**config.mk**
```make
export PLATFORM = sky130hd
export DESIGN_NAME = rom_arbiter
export DESIGN_NICKNAME = d
export VERILOG_FILES = /design/src/rtl/rom_arb_pkg.sv /design/src/rtl/rom_arbiter_rr_pick.sv /design/src/rtl/rom_arbiter.sv
export SDC_FILE = /design/constraint.sdc
export NUM_CORES = 1
export LEC_CHECK = 0
export BUFFER_PORTS_ARGS = -buffer_cell sky130_fd_sc_hd__buf_4
export CAP_MARGIN = 20
export CORE_MARGIN = 2
export CORE_UTILIZATION = 25
export DETAILED_ROUTE_END_ITERATION = 8
export PLACE_DENSITY_LB_ADDON = 0.2
export REMOVE_ABC_BUFFERS = 1
export SYNTH_ARGS = -nofsm -noshare
export SYNTH_HDL_FRONTEND = slang
export SYNTH_SLANG_ARGS = --single-unit
```
**constraint.sdc**
```tcl
create_clock -name clk -period 1.1 [get_ports clk]
set_input_delay 0.055 -clock clk [delete_from_list [all_inputs] [get_ports clk]]
set_output_delay 0.055 -clock clk [all_outputs]
set_load 0.005 [all_outputs]
```
**src/rtl/rom_arb_pkg.sv**
```systemverilog
// -----------------------------------------------------------------------------
// rom_arb_pkg
// Shared constants and helpers for the ROM fetch arbiter.
//   ROM_LATENCY : read latency of the shared ROM in clock cycles (address in
//                 at one edge, data out after ROM_LATENCY edges).
//   clog2()     : ceiling log2, used to size the round-robin pointer.
// -----------------------------------------------------------------------------
package rom_arb_pkg;

  localparam int ROM_LATENCY = 1;

  // Ceiling log2 for small positive values; clog2(2)=1, clog2(4)=2, clog2(5)=3.
  function automatic int clog2(input int value);
    int result;
    result = 0;
    for (int i = 0; i < 31; i++) begin
      if ((1 << i) < value) begin
        result = i + 1;
      end
    end
    return result;
  endfunction

endpackage

```
**src/rtl/rom_arbiter_rr_pick.sv**
```systemverilog
// -----------------------------------------------------------------------------
// rr_pick
// Purely combinational round-robin picker.
// Ports:
//   req       in  N : request vector
//   last      in  W : index of the previous winner
//   grant     out N : one-hot grant (all zero when no request)
//   grant_idx out W : index of the granted requester (0 when no request)
// The search starts at last+1: the request vector is rotated so that bit
// last+1 lands at position 0, the lowest set bit is found, and the position
// is rotated back to an absolute index.
// -----------------------------------------------------------------------------
module rr_pick
  import rom_arb_pkg::*;
#(
  parameter int N = 2,
  localparam int W = clog2(N)
) (
  input  logic [N-1:0] req,
  input  logic [W-1:0] last,
  output logic [N-1:0] grant,
  output logic [W-1:0] grant_idx
);

  logic [2*N-1:0] w_req_dbl;
  logic [W:0]     w_start;
  logic [N-1:0]   w_req_rot;
  logic [W-1:0]   w_pos;
  logic           w_found;
  logic [W:0]     w_sum;
  logic [W:0]     w_idx;

  // Doubling the vector turns the rotate into a plain part-select.
  // w_start ranges 1..N, so the select never leaves the doubled vector.
  assign w_req_dbl = {req, req};
  assign w_start   = (W+1)'(last) + (W+1)'(1);
  assign w_req_rot = w_req_dbl[w_start +: N];

  // Lowest set bit of the rotated vector; scanning downward lets the last
  // hit (the lowest index) win without needing a break.
  always_comb begin
    w_found = 1'b0;
    w_pos   = '0;
    for (int i = N - 1; i >= 0; i--) begin
      if (w_req_rot[i]) begin
        w_found = 1'b1;
        w_pos   = W'(i);
      end
    end
  end

  // Rotate back: start + pos lies in 1..2N-1, one conditional subtract
  // brings it into 0..N-1.
  assign w_sum = w_start + (W+1)'(w_pos);
  assign w_idx = (w_sum >= (W+1)'(N)) ? (w_sum - (W+1)'(N)) : w_sum;

  assign grant_idx = w_found ? W'(w_idx) : '0;
  assign grant     = w_found ? (N'(1) << grant_idx) : '0;

endmodule

```
**src/rtl/rom_arbiter.sv**
```systemverilog
// -----------------------------------------------------------------------------
// rom_arbiter
// Shares one synchronous ROM between NUM_REQ fetch requesters using a
// round-robin grant. One read is accepted per cycle; the ROM word comes back
// ROM_LATENCY cycles later with a one-hot valid strobe naming the requester.
// Ports:
//   clk       in  1                 : clock, rising edge
//   reset     in  1                 : synchronous, active-low
//   req       in  NUM_REQ           : level fetch request per requester
//   req_addr  in  NUM_REQ*DEPTH_I   : packed addresses, slice i for requester i
//   gnt       out NUM_REQ           : combinational one-hot grant
//   rvalid    out NUM_REQ           : registered one-hot data-valid strobe
//   rdata     out WIDTH_I           : ROM word (wire from rom_data)
//   rom_addr  out DEPTH_I           : address to the ROM
//   rom_data  in  WIDTH_I           : ROM registered output
// -----------------------------------------------------------------------------
module rom_arbiter
  import rom_arb_pkg::*;
#(
  parameter int NUM_REQ = 2,
  parameter int DEPTH_I = 8,
  parameter int WIDTH_I = 32
) (
  input  logic                       clk,
  input  logic                       reset,
  input  logic [NUM_REQ-1:0]         req,
  input  logic [NUM_REQ*DEPTH_I-1:0] req_addr,
  output logic [NUM_REQ-1:0]         gnt,
  output logic [NUM_REQ-1:0]         rvalid,
  output logic [WIDTH_I-1:0]         rdata,
  output logic [DEPTH_I-1:0]         rom_addr,
  input  logic [WIDTH_I-1:0]         rom_data
);

  localparam int LAST_W = clog2(NUM_REQ);

  logic [LAST_W-1:0]  r_last;
  logic [NUM_REQ-1:0] r_rvalid [ROM_LATENCY];

  logic [NUM_REQ-1:0] w_pick_grant;
  logic [LAST_W-1:0]  w_pick_idx;
  logic [NUM_REQ-1:0] w_gnt;
  logic [DEPTH_I-1:0] w_rom_addr;

  rr_pick #(
    .N (NUM_REQ)
  ) u_pick (
    .req       (req),
    .last      (r_last),
    .grant     (w_pick_grant),
    .grant_idx (w_pick_idx)
  );

  // Holding reset suppresses every grant, so nothing is read and the
  // pointer cannot move while the block is being reset.
  assign w_gnt = reset ? w_pick_grant : '0;

  // One-hot select of the winner's address; zero when nobody is granted.
  always_comb begin
    w_rom_addr = '0;
    for (int i = 0; i < NUM_REQ; i++) begin
      if (w_gnt[i]) begin
        w_rom_addr = req_addr[i*DEPTH_I +: DEPTH_I];
      end
    end
  end

  // Pointer resets to the top index so that requester 0 is searched first.
  always_ff @(posedge clk) begin
    if (!reset) begin
      r_last <= LAST_W'(NUM_REQ - 1);
    end else if (|w_gnt) begin
      r_last <= w_pick_idx;
    end
  end

  // Valid strobe travels alongside the ROM read pipeline. Reset clears every
  // stage so an in-flight read is dropped.
  always_ff @(posedge clk) begin
    if (!reset) begin
      r_rvalid[0] <= '0;
    end else begin
      r_rvalid[0] <= w_gnt;
    end
  end

  genvar gi;
  generate
    for (gi = 1; gi < ROM_LATENCY; gi++) begin : g_rvalid_pipe
      always_ff @(posedge clk) begin
        if (!reset) begin
          r_rvalid[gi] <= '0;
        end else begin
          r_rvalid[gi] <= r_rvalid[gi-1];
        end
      end
    end
  endgenerate

  assign gnt      = w_gnt;
  assign rom_addr = w_rom_addr;
  assign rvalid   = r_rvalid[ROM_LATENCY-1];
  assign rdata    = rom_data;

endmodule

```
# After elaboration in Yosys (flattened, before gate mapping)
# Memories as Yosys holds them, arrays and structs flattened.
# Cells that the tools add are included.
[totals] register_bits=1 latch_bits=0 ram_bits=2 mem_bits_ro=0 in_bits=52 wordCells=23 memories=1
[classes] n_addsub=3 mul=0 div=0 n_lt_le_gt_ge=1 n_eq_ne=0 n_shift=2 mux=13 bitwise=0 reduce_logical=2
[memory_table] name="r_rvalid" depth=1 width=2 read_ports=1 rd_clocked_by_memory_dff=0 write_ports=1 line="rom_arbiter.sv:38" rtl="logic [NUM_REQ-1:0] r_rvalid [ROM_LATENCY];"
[op_table] op="8-bit two-way mux" n=2
[op_table] op="1-bit two-way mux" n=8
[op_table] op="2-bit two-way mux" n=3
[op_table] op="2-bit OR reduction" n=2
[op_table] op="4-bit by 3-bit indexed part select with 2-bit output" n=1
[op_table] op="1-bit by 1-bit adder with 2-bit output (second input constant)" n=1
[op_table] op="2-bit by 1-bit adder with 2-bit output" n=1
[op_table] op="2-bit greater-or-equal comparator (second input constant)" n=1
[op_table] op="1-bit by 1-bit << shifter with 2-bit output (first input constant)" n=1
[op_table] op="1-bit subtractor (second input constant)" n=1

# Depth between registers and ports, before layout
# Gate-level depths: netlist of the first run.
[depth] ltp_word=13 mapped_depth=4 ltp_nobuf=3

# Hierarchy
# From an unflattened synthesis of the first run, not the netlist that was laid out.
[unflattened] cells_unflattened=58 hier_area_um2=494.2
[modules_own_cells] module="rom_arbiter" instances=1 cells_per_inst=54 area_each_um2=467.9 seq_area_each_um2=60.1
[modules_own_cells] module="rr_pick" instances=1 cells_per_inst=4 area_each_um2=26.3 seq_area_each_um2=0.0

# Worst setup path after synthesis of the first run
# No wires, ideal clock.
[synth_path] path_kind="reg2reg" from="register r_last" to="memory r_rvalid[0][1]" t_arrival_ps=633 t_required_ps=983 path_slack_ps=350 path_stages_with_launch=4 n_path_buf=0 path_cell_list="dfxtp_1 nand2_1 nand2_2 nor2_1"
[synth_via] elab_chain_cells=12
[synth_lines] element="from (decl)" line="rom_arbiter.sv:37" rtl="logic [LAST_W-1:0] r_last;"
[synth_lines] element="from (signal assigned)" line="rom_arbiter.sv:71" rtl="r_last <= LAST_W'(NUM_REQ - 1);"
[synth_lines] element="from (signal assigned)" line="rom_arbiter.sv:73" rtl="r_last <= w_pick_idx;"
[synth_lines] element="1-bit by 1-bit adder with 2-bit output *" line="rom_arbiter_rr_pick.sv:36" rtl="assign w_start = (W+1)'(last) + (W+1)'(1);"
[synth_lines] element="4-bit by 3-bit indexed part select with 2-bit output" line="rom_arbiter_rr_pick.sv:37" rtl="assign w_req_rot = w_req_dbl[w_start +: N];"
[synth_lines] element="1-bit two-way mux (2 in series)" line="rom_arbiter_rr_pick.sv:45" rtl="if (w_req_rot[i]) begin"
[synth_lines] element="2-bit by 1-bit adder with 2-bit output" line="rom_arbiter_rr_pick.sv:54" rtl="assign w_sum = w_start + (W+1)'(w_pos);"
[synth_lines] element="2-bit greater-or-equal comparator or 1-bit subtractor (tied branches)" line="rom_arbiter_rr_pick.sv:55" rtl="assign w_idx = (w_sum >= (W+1)'(N)) ? (w_sum - (W+1)'(N)) : w_sum;"
[synth_lines] element="1-bit two-way mux" line="rom_arbiter_rr_pick.sv:55"
[synth_lines] element="1-bit two-way mux" line="rom_arbiter_rr_pick.sv:57" rtl="assign grant_idx = w_found ? W'(w_idx) : '0;"
[synth_lines] element="1-bit by 1-bit << shifter with 2-bit output" line="rom_arbiter_rr_pick.sv:58" rtl="assign grant = w_found ? (N'(1) << grant_idx) : '0;"
[synth_lines] element="2-bit two-way mux *" line="rom_arbiter_rr_pick.sv:58"
[synth_lines] element="2-bit two-way mux *" line="rom_arbiter.sv:56" rtl="assign w_gnt = reset ? w_pick_grant : '0;"
[synth_lines] element="2-bit two-way mux (no source line) *"
[synth_lines] element="to (decl)" line="rom_arbiter.sv:38"
# Mark *: on every way between the ends. The rest lies on a longest branch, timed or not.

# Final worst setup path of the first run
[layout_path] from="register r_last" to="output rom_addr[0]"
[layout_via] elab_chain_cells=13
[layout_lines] element="1-bit by 1-bit adder with 2-bit output *" line="rom_arbiter_rr_pick.sv:36"
[layout_lines] element="4-bit by 3-bit indexed part select with 2-bit output" line="rom_arbiter_rr_pick.sv:37"
[layout_lines] element="1-bit two-way mux (2 in series)" line="rom_arbiter_rr_pick.sv:45"
[layout_lines] element="2-bit by 1-bit adder with 2-bit output" line="rom_arbiter_rr_pick.sv:54"
[layout_lines] element="2-bit greater-or-equal comparator or 1-bit subtractor (tied branches)" line="rom_arbiter_rr_pick.sv:55"
[layout_lines] element="1-bit two-way mux" line="rom_arbiter_rr_pick.sv:55"
[layout_lines] element="1-bit two-way mux" line="rom_arbiter_rr_pick.sv:57"
[layout_lines] element="1-bit by 1-bit << shifter with 2-bit output" line="rom_arbiter_rr_pick.sv:58"
[layout_lines] element="2-bit two-way mux *" line="rom_arbiter_rr_pick.sv:58"
[layout_lines] element="2-bit two-way mux *" line="rom_arbiter.sv:56"
[layout_lines] element="8-bit two-way mux" line="rom_arbiter.sv:62" rtl="if (w_gnt[i]) begin"
[layout_lines] element="8-bit two-way mux *" line="rom_arbiter.sv:62"
[layout_lines] element="to (decl)" line="rom_arbiter.sv:31" rtl="output logic [DEPTH_I-1:0] rom_addr,"
# Marked as above.

==> impl_metrics.env, run 1 <==
export IMPL_rsz0062_at_grt="yes"
export IMPL_number_of_remaining_drc_errors=0
export IMPL_critPathKind="reg -> out"
export IMPL_reg2reg_setup_slack_ps=280
export IMPL_die_extent_in_x_um=48.1
export IMPL_clock_latency_ps=240
export IMPL_crit_path_end_kind="primary output"
export IMPL_worst_ep_required_time_ps=1040
export IMPL_critical_path_max_stage_delay_ps=370
export IMPL_finalWirelength_um=2370
export IMPL_drt_antenna_violating_nets=0
export IMPL_syn2layout_area_growth_pct=20.6
export IMPL_die_height_um=48.1
export IMPL_syn_mean_instance_area_um2=6.76
export IMPL_report_final_setup_viol=8
export IMPL_synth_top_cell_area_share=0.509
export IMPL_fmax_mhz=884
export IMPL_critPathTopFamily="flip-flops"
export IMPL_timing_hold_ws_ps=93.4
export IMPL_tritoncts="done"
export IMPL_routedWlPerCell_um=23.4
export IMPL_slew_headroom=0.847
export IMPL_violations_in_the_final_reports="negative setup slack"
export IMPL_routedLengthMet1_um=598
export IMPL_clock_sinks=3
export IMPL_hold_start="reset"
export IMPL_track_usage=0.210
export IMPL_worst_case_clock_skew_ps=5.95
export IMPL_design_die_area_mm2=0.00232
export IMPL_fill_cells=223
export IMPL_path_max_fanout=5
export IMPL_timing_reg2reg_worst_path_depth=4
export IMPL_gr_total_overflow=0
export IMPL_clock_tree_htree_level_count=1
export IMPL_routed_wl_met2_um=1040
export IMPL_avgViaCountPerCell=4.78
export IMPL_hold_path_depth=2
export IMPL_initial_core_utilization=0.273
export IMPL_critical_path_reg2reg_startpoint="r_last$_SDFFE_PN1P_"
export IMPL_regToRegEndpoint="r_rvalid[0][1]$_SDFF_PN0_"
export IMPL_highest_signal_layer="met4"
export IMPL_antennaDiodeCount=0
export IMPL_layout_setup_ws_ps=-31.6
export IMPL_holdPathEnd="r_last$_SDFFE_PN1P_"
export IMPL_final_hold_viol_count=0
export IMPL_min_tclk_post_route_ps=1130
export IMPL_critical_path_startpoint_type="flip-flop"
export IMPL_timing_critical_path_cells="o21ai_4 -> o22ai_1 -> buf_4"
export IMPL_post_synth_top_area_cell="buf_4"
export IMPL_root_buffer="clkbuf_4"
export IMPL_area_of_the_mapped_netlist_um2=487
export IMPL_worstMarginPinSlew_ps=228
export IMPL_layout_worst_path_cycle_share=1.03
export IMPL_post_place_ws_ps=104
export IMPL_detailroute_wirelength_met3_um=703
export IMPL_min_delay_path_class="in -> reg"
export IMPL_count_of_pins_on_the_block_boundary=96
export IMPL_number_of_antenna_violations_at_the_first_check_in_global_routing=0
export IMPL_status="complete, but fails checks"
export IMPL_p_per_area_mw_per_mm2=883
export IMPL_grt_first_pass_wirelength_um=2890
export IMPL_holdBufCountCts=0
export IMPL_clkSlewWorstSetupHoldPaths_ps=40
export IMPL_drive_above_1_share=0.618
export IMPL_ys_seq_elements=3
export IMPL_post_synth_inst_count=72
export IMPL_vdd_ir_drop_max_mv=0.259
export IMPL_detailroute_via_count=483
export IMPL_core_area_mm2=0.00178
export IMPL_first_iter_violations=2
export IMPL_port_buffer_count=31
export IMPL_largest_cells_by_area_after_synthesis="buf_4 (51%), nand2_1 (14%), dfxtp_1 (12%)"
export IMPL_drv_slew=0
export IMPL_largest_net_degree_at_the_start_of_global_routing=19
export IMPL_numCtsBuffers=3
export IMPL_max_cap_violation_count=0
export IMPL_crit_buf_inv=1
export IMPL_grt_pass1_vias=402
export IMPL_clockBufferDepth=2
export IMPL_finish_net_count=129
export IMPL_gpl_final_weighted_congestion=0.665
export IMPL_synth_seq_area_share=0.123
export IMPL_worst_endpoint_arrival_ps=1080
export IMPL_synth_warn=0
export IMPL_post_synth_num_cell_types=10
export IMPL_drt_first_pass_iters=4
export IMPL_cpMaxStageDelayCell="dfxtp_4"
export IMPL_rows=15
export IMPL_leakagePower_nw=0.291
[layout make-up]
cell class | count | area (µm²) | area share
Clock buffer | 4 | 26.3 | 0.0448
Inverter | 2 | 7.51 | 0.0128
Multi-Input combinational cell | 35 | 218 | 0.371
Sequential cell | 3 | 63.8 | 0.109
Tap cell | 25 | 31.3 | 0.0533
Timing Repair Buffer | 32 | 240 | 0.409
[per-stage QoR]
step	area (µm²)	utilization	power, mW	TNS, ps	instances
global route	587	0.329	0.558	-584	101
CTS	582	0.326	0.525	-208	101
detailed placement	492	0.276	0.290	0	94
finish	587	0.329	0.518	-167	101
global placement	492	0.276	0.289	0	94
floorplan	228	-	0.178	0	38
[how the worst max path moves through the flow]
| stage | startpoint | endpoint | slack (ps) | depth (start not counted) |
|---|---|---|---|---|
| after detailed placement | r_last$_SDFFE_PN1P_ | rom_addr[6] | 100 | 4 |
| after global placement | r_last$_SDFFE_PN1P_ | rom_addr[6] | 110 | 3 |
| after global routing | r_last$_SDFFE_PN1P_ | rom_addr[5] | -100 | 3 |
| after floorplan | r_last$_SDFFE_PN1P_ | r_rvalid[0][1]$_SDFF_PN0_ | 350 | 3 |
| final | r_last$_SDFFE_PN1P_ | rom_addr[0] | -30 | 3 |
| after CTS | r_last$_SDFFE_PN1P_ | rom_addr[7] | -30 | 3 |
[logic make-up after synthesis]
logic type,Yosys count,share of synthesized area
buffers and inverters,36,0.548
AND/OR/NAND/NOR,23,0.183
AO/OA/AOI/OAI,10,0.147
flip-flops,3,0.123
[power breakdown]
group	internal [mW]	switching (mW)	leakage (nW)
registers	0.116	0.00762	0.0250
logic	0.110	0.0855	0.251
clock network	0.136	0.0629	0.0150
[registers in the layout (all words and copies together) (netlist names)]
| register | cells |
|---|---|
| r_last | 1 |
| r_rvalid | 2 |
[cell usage in the layout (no fill, tap or decap), drive strengths merged]
master  count
o22ai       8
dfxtp       3
buf        32
nor2        4
clkbuf      4
nand2      20
o21ai       3
inv         2
[worst register-to-register path, delay by kind of cell, from the launching register on]
kind	cells	cell delay, ps
buf+inv	1	110
flops	1	390
simple gates	3	220
[synthesized netlist by cell type]
library cell	number
buf_4	33
buf_6	1
dfxtp_1	3
inv_2	2
nand2_1	18
nand2_2	1
nor2_1	4
o21ai_0	1
o21ai_4	1
o22ai_1	8
[per-layer routing]
| metal | vias to the layer above | GRT usage |
|---|---|---|
| met2 | 65 | 0.320 |
| met1 | 202 | 0.178 |
| met5 | - | 0 |
| li1 | 212 | - |
| met4 | 0 | 0.0486 |
| met3 | 4 | 0.252 |
[timing repair]
item	in CTS	in global routing
gates cloned	2	0
endpoints found under the hold margin	0	0
setup endpoints to repair	10	10
pin swaps	10	1
gates resized for setup	9	2
setup buffers	1	0
No activity file was read; power rests on OpenSTA's default activity.
==> run 2: changes to the inputs <==
- ABC_AREA: not set -> 1
==> impl_metrics.env, run 2 <==
export IMPL_design_die_area_mm2=0.00235
export IMPL_detailroute_via_count=484
export IMPL_post_synth_num_cell_types=13
export IMPL_rsz0062_at_grt="yes"
export IMPL_holdBufCountCts=0
export IMPL_p_per_area_mw_per_mm2=898
export IMPL_detailed_place_area_um2=499
export IMPL_crit_path_end_kind="primary output"
export IMPL_finalWirelength_um=2550
export IMPL_syn2layout_area_growth_pct=12.9
export IMPL_vdd_ir_drop_max_mv=0.326
export IMPL_timing_reg2reg_worst_path_depth=3
export IMPL_rows=16
export IMPL_core_area_mm2=0.00192
export IMPL_clock_latency_ps=240
export IMPL_status="finished, final reports clean"
export IMPL_area_of_the_mapped_netlist_um2=494
export IMPL_number_of_antenna_violations_at_the_first_check_in_global_routing=0
export IMPL_min_tclk_post_route_ps=1090
export IMPL_numPlacedInstances=95
export IMPL_leakagePower_nw=0.309
export IMPL_slew_headroom=0.898
export IMPL_regArea_um2=63.8
export IMPL_numCtsBuffers=3
export IMPL_worst_case_clock_skew_ps=1.73
export IMPL_clkSlewWorstSetupHoldPaths_ps=40
export IMPL_stdcell_area_um2=558
export IMPL_drt_first_pass_iters=4
export IMPL_synthMostInstantiatedCell="buf_4"
export IMPL_report_final_setup_viol=0
export IMPL_hold_path_depth=0
export IMPL_seq_power_share=0.246
export IMPL_synth_async_sr_flop_share=0
export IMPL_min_delay_path_class="in -> out"
export IMPL_clockBufferDepth=2
export IMPL_comb_power_share=0.350
export IMPL_routedWlPerCell_um=25.3
export IMPL_number_of_flip_flops_under_the_largest_register_name=2
export IMPL_total_power_mw=0.501
export IMPL_number_of_remaining_drc_errors=0
export IMPL_synth_ff_type="dfxtp_1"
export IMPL_synth_top_cells_by_count="buf_4 (32), nand2_1 (10), nand3_1 (8), nand4_1 (8), dfxtp_1 (3)"
export IMPL_top_library_cells_by_usage_in_the_layout_fill_and_taps_aside="buf_4 (32), nand2_1 (9), nand4_1 (8), nand3_1 (8), clkbuf_4 (3)"
export IMPL_timing_critical_path_cells="inv_4 -> nand2_2 -> and3_1 -> buf_4"
export IMPL_reg_largest_list="r_rvalid (2), r_last (1)"
export IMPL_layout_worst_path_cycle_share=0.994
export IMPL_worst_endpoint_arrival_ps=1040
export IMPL_antennaDiodeCount=0
export IMPL_top_register="r_rvalid"
export IMPL_final_hold_viol_count=0
export IMPL_die_extent_in_x_um=48.5
export IMPL_post_synth_inst_count=72
export IMPL_synth_warn=0
export IMPL_finish_net_count=127
export IMPL_count_of_pins_on_the_block_boundary=96
export IMPL_grt_pass1_vias=466
export IMPL_cpMaxStageDelayCell="dfxtp_4"
export IMPL_synth_seq_area_share=0.122
export IMPL_path_max_fanout=5
export IMPL_drive_above_1_share=0.568
export IMPL_worstMarginPinSlew_ps=154
export IMPL_final_cells=101
export IMPL_tritoncts="done"
export IMPL_layout_setup_ws_ps=6.37
export IMPL_switching_share=0.296
export IMPL_final_common_cell="buf_4"
export IMPL_fill_cells=232
export IMPL_power_switching_mw=0.148
export IMPL_finalSetupTns_ps=0
export IMPL_first_iter_violations=5
export IMPL_die_height_um=48.5
export IMPL_drt_antenna_violating_nets=0
export IMPL_cellInternalPower_mw=0.353
export IMPL_clock_sinks=3
export IMPL_post_place_ws_ps=119
export IMPL_post_synth_top_area_cell="buf_4"
export IMPL_avgViaCountPerCell=4.79
export IMPL_grt_first_pass_wirelength_um=3530
export IMPL_critical_path_startpoint_type="flip-flop"
export IMPL_clock_tree_htree_level_count=1
export IMPL_drv_slew=0
export IMPL_port_buffer_count=31
export IMPL_gpl_final_weighted_congestion=0.744
export IMPL_fmax_mhz=914
export IMPL_largest_net_degree_at_the_start_of_global_routing=15
export IMPL_stages_on_worst_setup_path=4
export IMPL_critPathTopFamily="flip-flops"
export IMPL_synth_edf_count=0
export IMPL_max_cap_violation_count=0
export IMPL_critPathKind="reg -> out"
export IMPL_timing_hold_ws_ps=110
export IMPL_place_detailed_hpwl_um=2110
export IMPL_initial_core_utilization=0.257
export IMPL_multi_input_area_um2=184
export IMPL_worst_ep_required_time_ps=1040
export IMPL_synth_top_cell_area_share=0.486
export IMPL_ys_seq_elements=3
export IMPL_gr_total_overflow=0
export IMPL_root_buffer="clkbuf_4"
export IMPL_largest_cells_by_area_after_synthesis="buf_4 (49%), dfxtp_1 (12%), nand4_1 (10%)"
export IMPL_crit_buf_inv=2
export IMPL_critical_path_max_stage_delay_ps=360
export IMPL_syn_mean_instance_area_um2=6.86
export IMPL_track_usage=0.217
export IMPL_p_clk_frac=0.404
export IMPL_postLayoutCoreUtil=0.290
-- run 2: cell types whose count changed in the layout (fill, tap and decap cells not counted), moves of 6 or more --
cell,change
o22ai_1,-6
nand2_1,-8
nand3_1,+8
nand4_1,+8
-- run 2: cells by family (layout without fill, tap and decap cells) --
kind of cell,after synthesis,count (layout),share of synthesized area
simple gates,29,30,0.299
buf+inv,37,38,0.544
flops,3,3,0.122
compound gates,3,3,0.0354
-- run 2: area by class of cell --
class,count,share of cell area
clock buffers,4,0.0471
inverters,2,0.0179
multi-input cells,33,0.330
flip-flops and latches,3,0.114
well taps,27,0.0605
repair buffers,32,0.430
-- run 2: worst reg2reg max path, cell delays in order, from the launching register on --
cell and delay (ps):
dfxtp_4 360, inv_4 80, nand2_2 90, and3_2 170
-- run 2: repair_timing --
action                     in CTS  in global routing
resized for setup               3                  3
cloned                          0                  1
setup buffers                   0                  1
pin swaps                       0                  2
setup endpoints to repair       9                  9
-- run 2: power by group through the flow --
| stage | Sequential [mW] | Clock [mW] | Combinational (mW) |
|---|---|---|---|
| after floorplan | 0.122 | 0 | 0.0470 |
| after global placement | 0.122 | 0 | 0.163 |
| after detailed placement | 0.123 | 0 | 0.162 |
| after CTS | 0.122 | 0.208 | 0.166 |
| after global routing | 0.124 | 0.224 | 0.193 |
| final | 0.123 | 0.202 | 0.175 |
-- run 2: final timing paths --
| check | start | to | slack (ps) |
|---|---|---|---|
| min | rom_data[10] | rdata[10] | 110 |
| max | r_last$_SDFFE_PN1P_ | gnt[0] | 6 |
| max reg2reg | r_last$_SDFFE_PN1P_ | r_rvalid[0][0]$_SDFF_PN0_ | 300 |
| min reg2reg | r_last$_SDFFE_PN1P_ | r_rvalid[0][1]$_SDFF_PN0_ | 490 |
-- run 2: per-layer routing --
metal | up-vias | global-route usage | wire length [µm]
li1 | 215 | - | -
met1 | 192 | 0.162 | 618
met2 | 73 | 0.294 | 1110
met3 | 4 | 0.340 | 807
met4 | 0 | 0.0476 | 20
met5 | - | 0 | 0
==> run 3: changes to the inputs <==
- SKIP_LAST_GASP: not set -> 1
- SLEW_MARGIN: not set -> 15
- clock period: 1.1 -> 1.2 ns (I/O delays scaled with it)
==> impl_metrics.env, run 3 (synthesized netlist as in run 2, its figures left out) <==
export IMPL_status="finished, final reports clean"
export IMPL_grt_pass1_vias=466
export IMPL_use_met2=0.294
export IMPL_detailed_place_area_um2=499
export IMPL_layout_worst_path_cycle_share=0.916
export IMPL_fmax_mhz=910
export IMPL_critPathKind="reg -> out"
export IMPL_use_met3=0.340
export IMPL_drive_above_1_share=0.556
export IMPL_worst_ep_required_time_ps=1140
export IMPL_numPlacedInstances=95
export IMPL_rows=16
export IMPL_timing_reg2reg_worst_path_depth=3
export IMPL_finish_net_count=125
export IMPL_core_area_mm2=0.00192
export IMPL_critPathTopFamily="flip-flops"
export IMPL_final_hold_viol_count=0
export IMPL_regToRegEndpoint="r_rvalid[0][0]$_SDFF_PN0_"
export IMPL_detailroute_via_count=472
export IMPL_reg2reg_setup_slack_ps=410
export IMPL_largest_net_degree_at_the_start_of_global_routing=15
export IMPL_slew_headroom=0.884
export IMPL_first_iter_violations=4
export IMPL_number_of_remaining_drc_errors=0
export IMPL_crit_buf_inv=2
export IMPL_place_detailed_hpwl_um=2110
export IMPL_worstMarginPinSlew_ps=174
export IMPL_avgViaCountPerCell=4.77
export IMPL_final_cells=99
export IMPL_top_register="r_rvalid"
export IMPL_final_common_cell="buf_4"
export IMPL_clock_latency_ps=240
export IMPL_fill_cells=234
export IMPL_hold_start="reset"
export IMPL_root_buffer="clkbuf_4"
export IMPL_path_max_fanout=11
export IMPL_clkSlewWorstSetupHoldPaths_ps=40
export IMPL_tritoncts="done"
export IMPL_die_height_um=48.5
export IMPL_port_buffer_count=31
export IMPL_p_per_area_mw_per_mm2=837
export IMPL_hold_path_depth=2
export IMPL_grt_busiest_layer="met3"
export IMPL_routedWlPerCell_um=25.3
export IMPL_number_of_flip_flops_under_the_largest_register_name=2
export IMPL_count_of_pins_on_the_block_boundary=96
export IMPL_total_power_mw=0.447
export IMPL_stages_on_worst_setup_path=5
export IMPL_vdd_ir_drop_max_mv=0.278
export IMPL_numCtsBuffers=3
export IMPL_stdcell_area_um2=534
export IMPL_timing_critical_path_cells="inv_2 -> nand2_4 -> nand4_1 -> nand2_1 -> buf_4"
export IMPL_grt_first_pass_wirelength_um=3530
export IMPL_rsz0062_at_grt="no"
export IMPL_critical_path_reg2reg_startpoint="r_last$_SDFFE_PN1P_"
export IMPL_max_cap_violation_count=0
export IMPL_drv_slew=0
export IMPL_worst_endpoint_arrival_ps=1040
export IMPL_holdBufCountCts=0
export IMPL_syn2layout_area_growth_pct=8.10
export IMPL_finalWirelength_um=2500
export IMPL_critical_path_max_stage_delay_ps=360
export IMPL_finalSetupTns_ps=0
export IMPL_die_extent_in_x_um=48.5
export IMPL_clockBufferDepth=2
export IMPL_met1_usage=0.162
export IMPL_holdPathEnd="r_last$_SDFFE_PN1P_"
export IMPL_crit_path_end_kind="primary output"
export IMPL_worst_case_clock_skew_ps=2.82
export IMPL_top_library_cells_by_usage_in_the_layout_fill_and_taps_aside="buf_4 (31), nand2_1 (9), nand4_1 (8), nand3_1 (8), clkbuf_4 (3)"
export IMPL_min_tclk_post_route_ps=1100
export IMPL_gr_total_overflow=0
export IMPL_drt_antenna_violating_nets=0
export IMPL_report_final_setup_viol=0
export IMPL_cpMaxStageDelayCell="dfxtp_2"
export IMPL_gpl_final_weighted_congestion=0.744
export IMPL_leakagePower_nw=0.299
export IMPL_critical_path_startpoint_type="flip-flop"
export IMPL_reg_largest_list="r_rvalid (2), r_last (1)"
export IMPL_number_of_antenna_violations_at_the_first_check_in_global_routing=0
export IMPL_initial_core_utilization=0.257
export IMPL_design_die_area_mm2=0.00235
export IMPL_drt_first_pass_iters=4
export IMPL_min_delay_path_class="in -> reg"
export IMPL_clock_tree_htree_level_count=1
export IMPL_clock_sinks=3
export IMPL_antennaDiodeCount=0
export IMPL_track_usage=0.217
==> run 3: changes by cell type in the layout (fill, tap and decap cells not counted) <==
| cell | delta |
|---|---|
| inv_2 | +1 |
| dfxtp_4 | -1 |
| buf_4 | -1 |
| inv_4 | -1 |
| dfxtp_2 | +1 |
| nand2_4 | -1 |
==> run 3: worst max path at each step <==
stage                        startpoint                         to  slack (ps)
floorplan           r_last$_SDFFE_PN1P_  r_rvalid[0][0]$_SDFF_PN0_         440
global placement    r_last$_SDFFE_PN1P_                rom_addr[0]         240
detailed placement  r_last$_SDFFE_PN1P_                rom_addr[4]         210
CTS                 r_last$_SDFFE_PN1P_                rom_addr[2]          40
global route        r_last$_SDFFE_PN1P_                rom_addr[0]          10
finish              r_last$_SDFFE_PN1P_                rom_addr[2]         100
==> run 3: cell type report <==
type	count	area [µm²]	share of cell area
repair buffers	31	233	0.436
multi-input cells	32	173	0.323
flip-flops and latches	3	61.3	0.115
well taps	27	33.8	0.0632
clock buffers	4	26.3	0.0492
inverters	2	7.51	0.0141
==> run 3: repair_timing <==
item / CTS / global route
setup endpoints to repair: 8 / 9
buffers inserted: 0 / 0
pin swaps: 0 / 0
gates resized for setup: 2 / 1
==> run 3: power breakdown <==
| part | leakage (nW) | total, mW | switching, mW | internal [mW] |
|---|---|---|---|---|
| clock | 0.0150 | 0.184 | 0.0589 | 0.125 |
| sequential | 0.0247 | 0.112 | 0.00466 | 0.107 |
| combinational | 0.259 | 0.151 | 0.0648 | 0.0861 |
==> run 3: through the flow <==
step                      hold slack [ps]  setup WS [ps]  utilization
after floorplan                       120            435            -
after global placement                120            243        0.260
after detailed placement              120            214        0.260
after CTS                             109           44.8        0.277
after global routing                  119           11.2        0.278
final                                 116            101        0.278
==> run 3: metal layers <==
layer  routed length [µm]  share of wire  vias up
met5                    0              0        -
met4                   12         0.0048        0
met3                  803           0.32        2
met2                 1090           0.44       71
met1                  596           0.24      190
li1                     -              -      209
==> run 3: worst reg2reg max path, stage by stage, from the launching register on <==
cell and delay, ps:
dfxtp_2 330, inv_2 80, nand2_4 90, and3_2 180
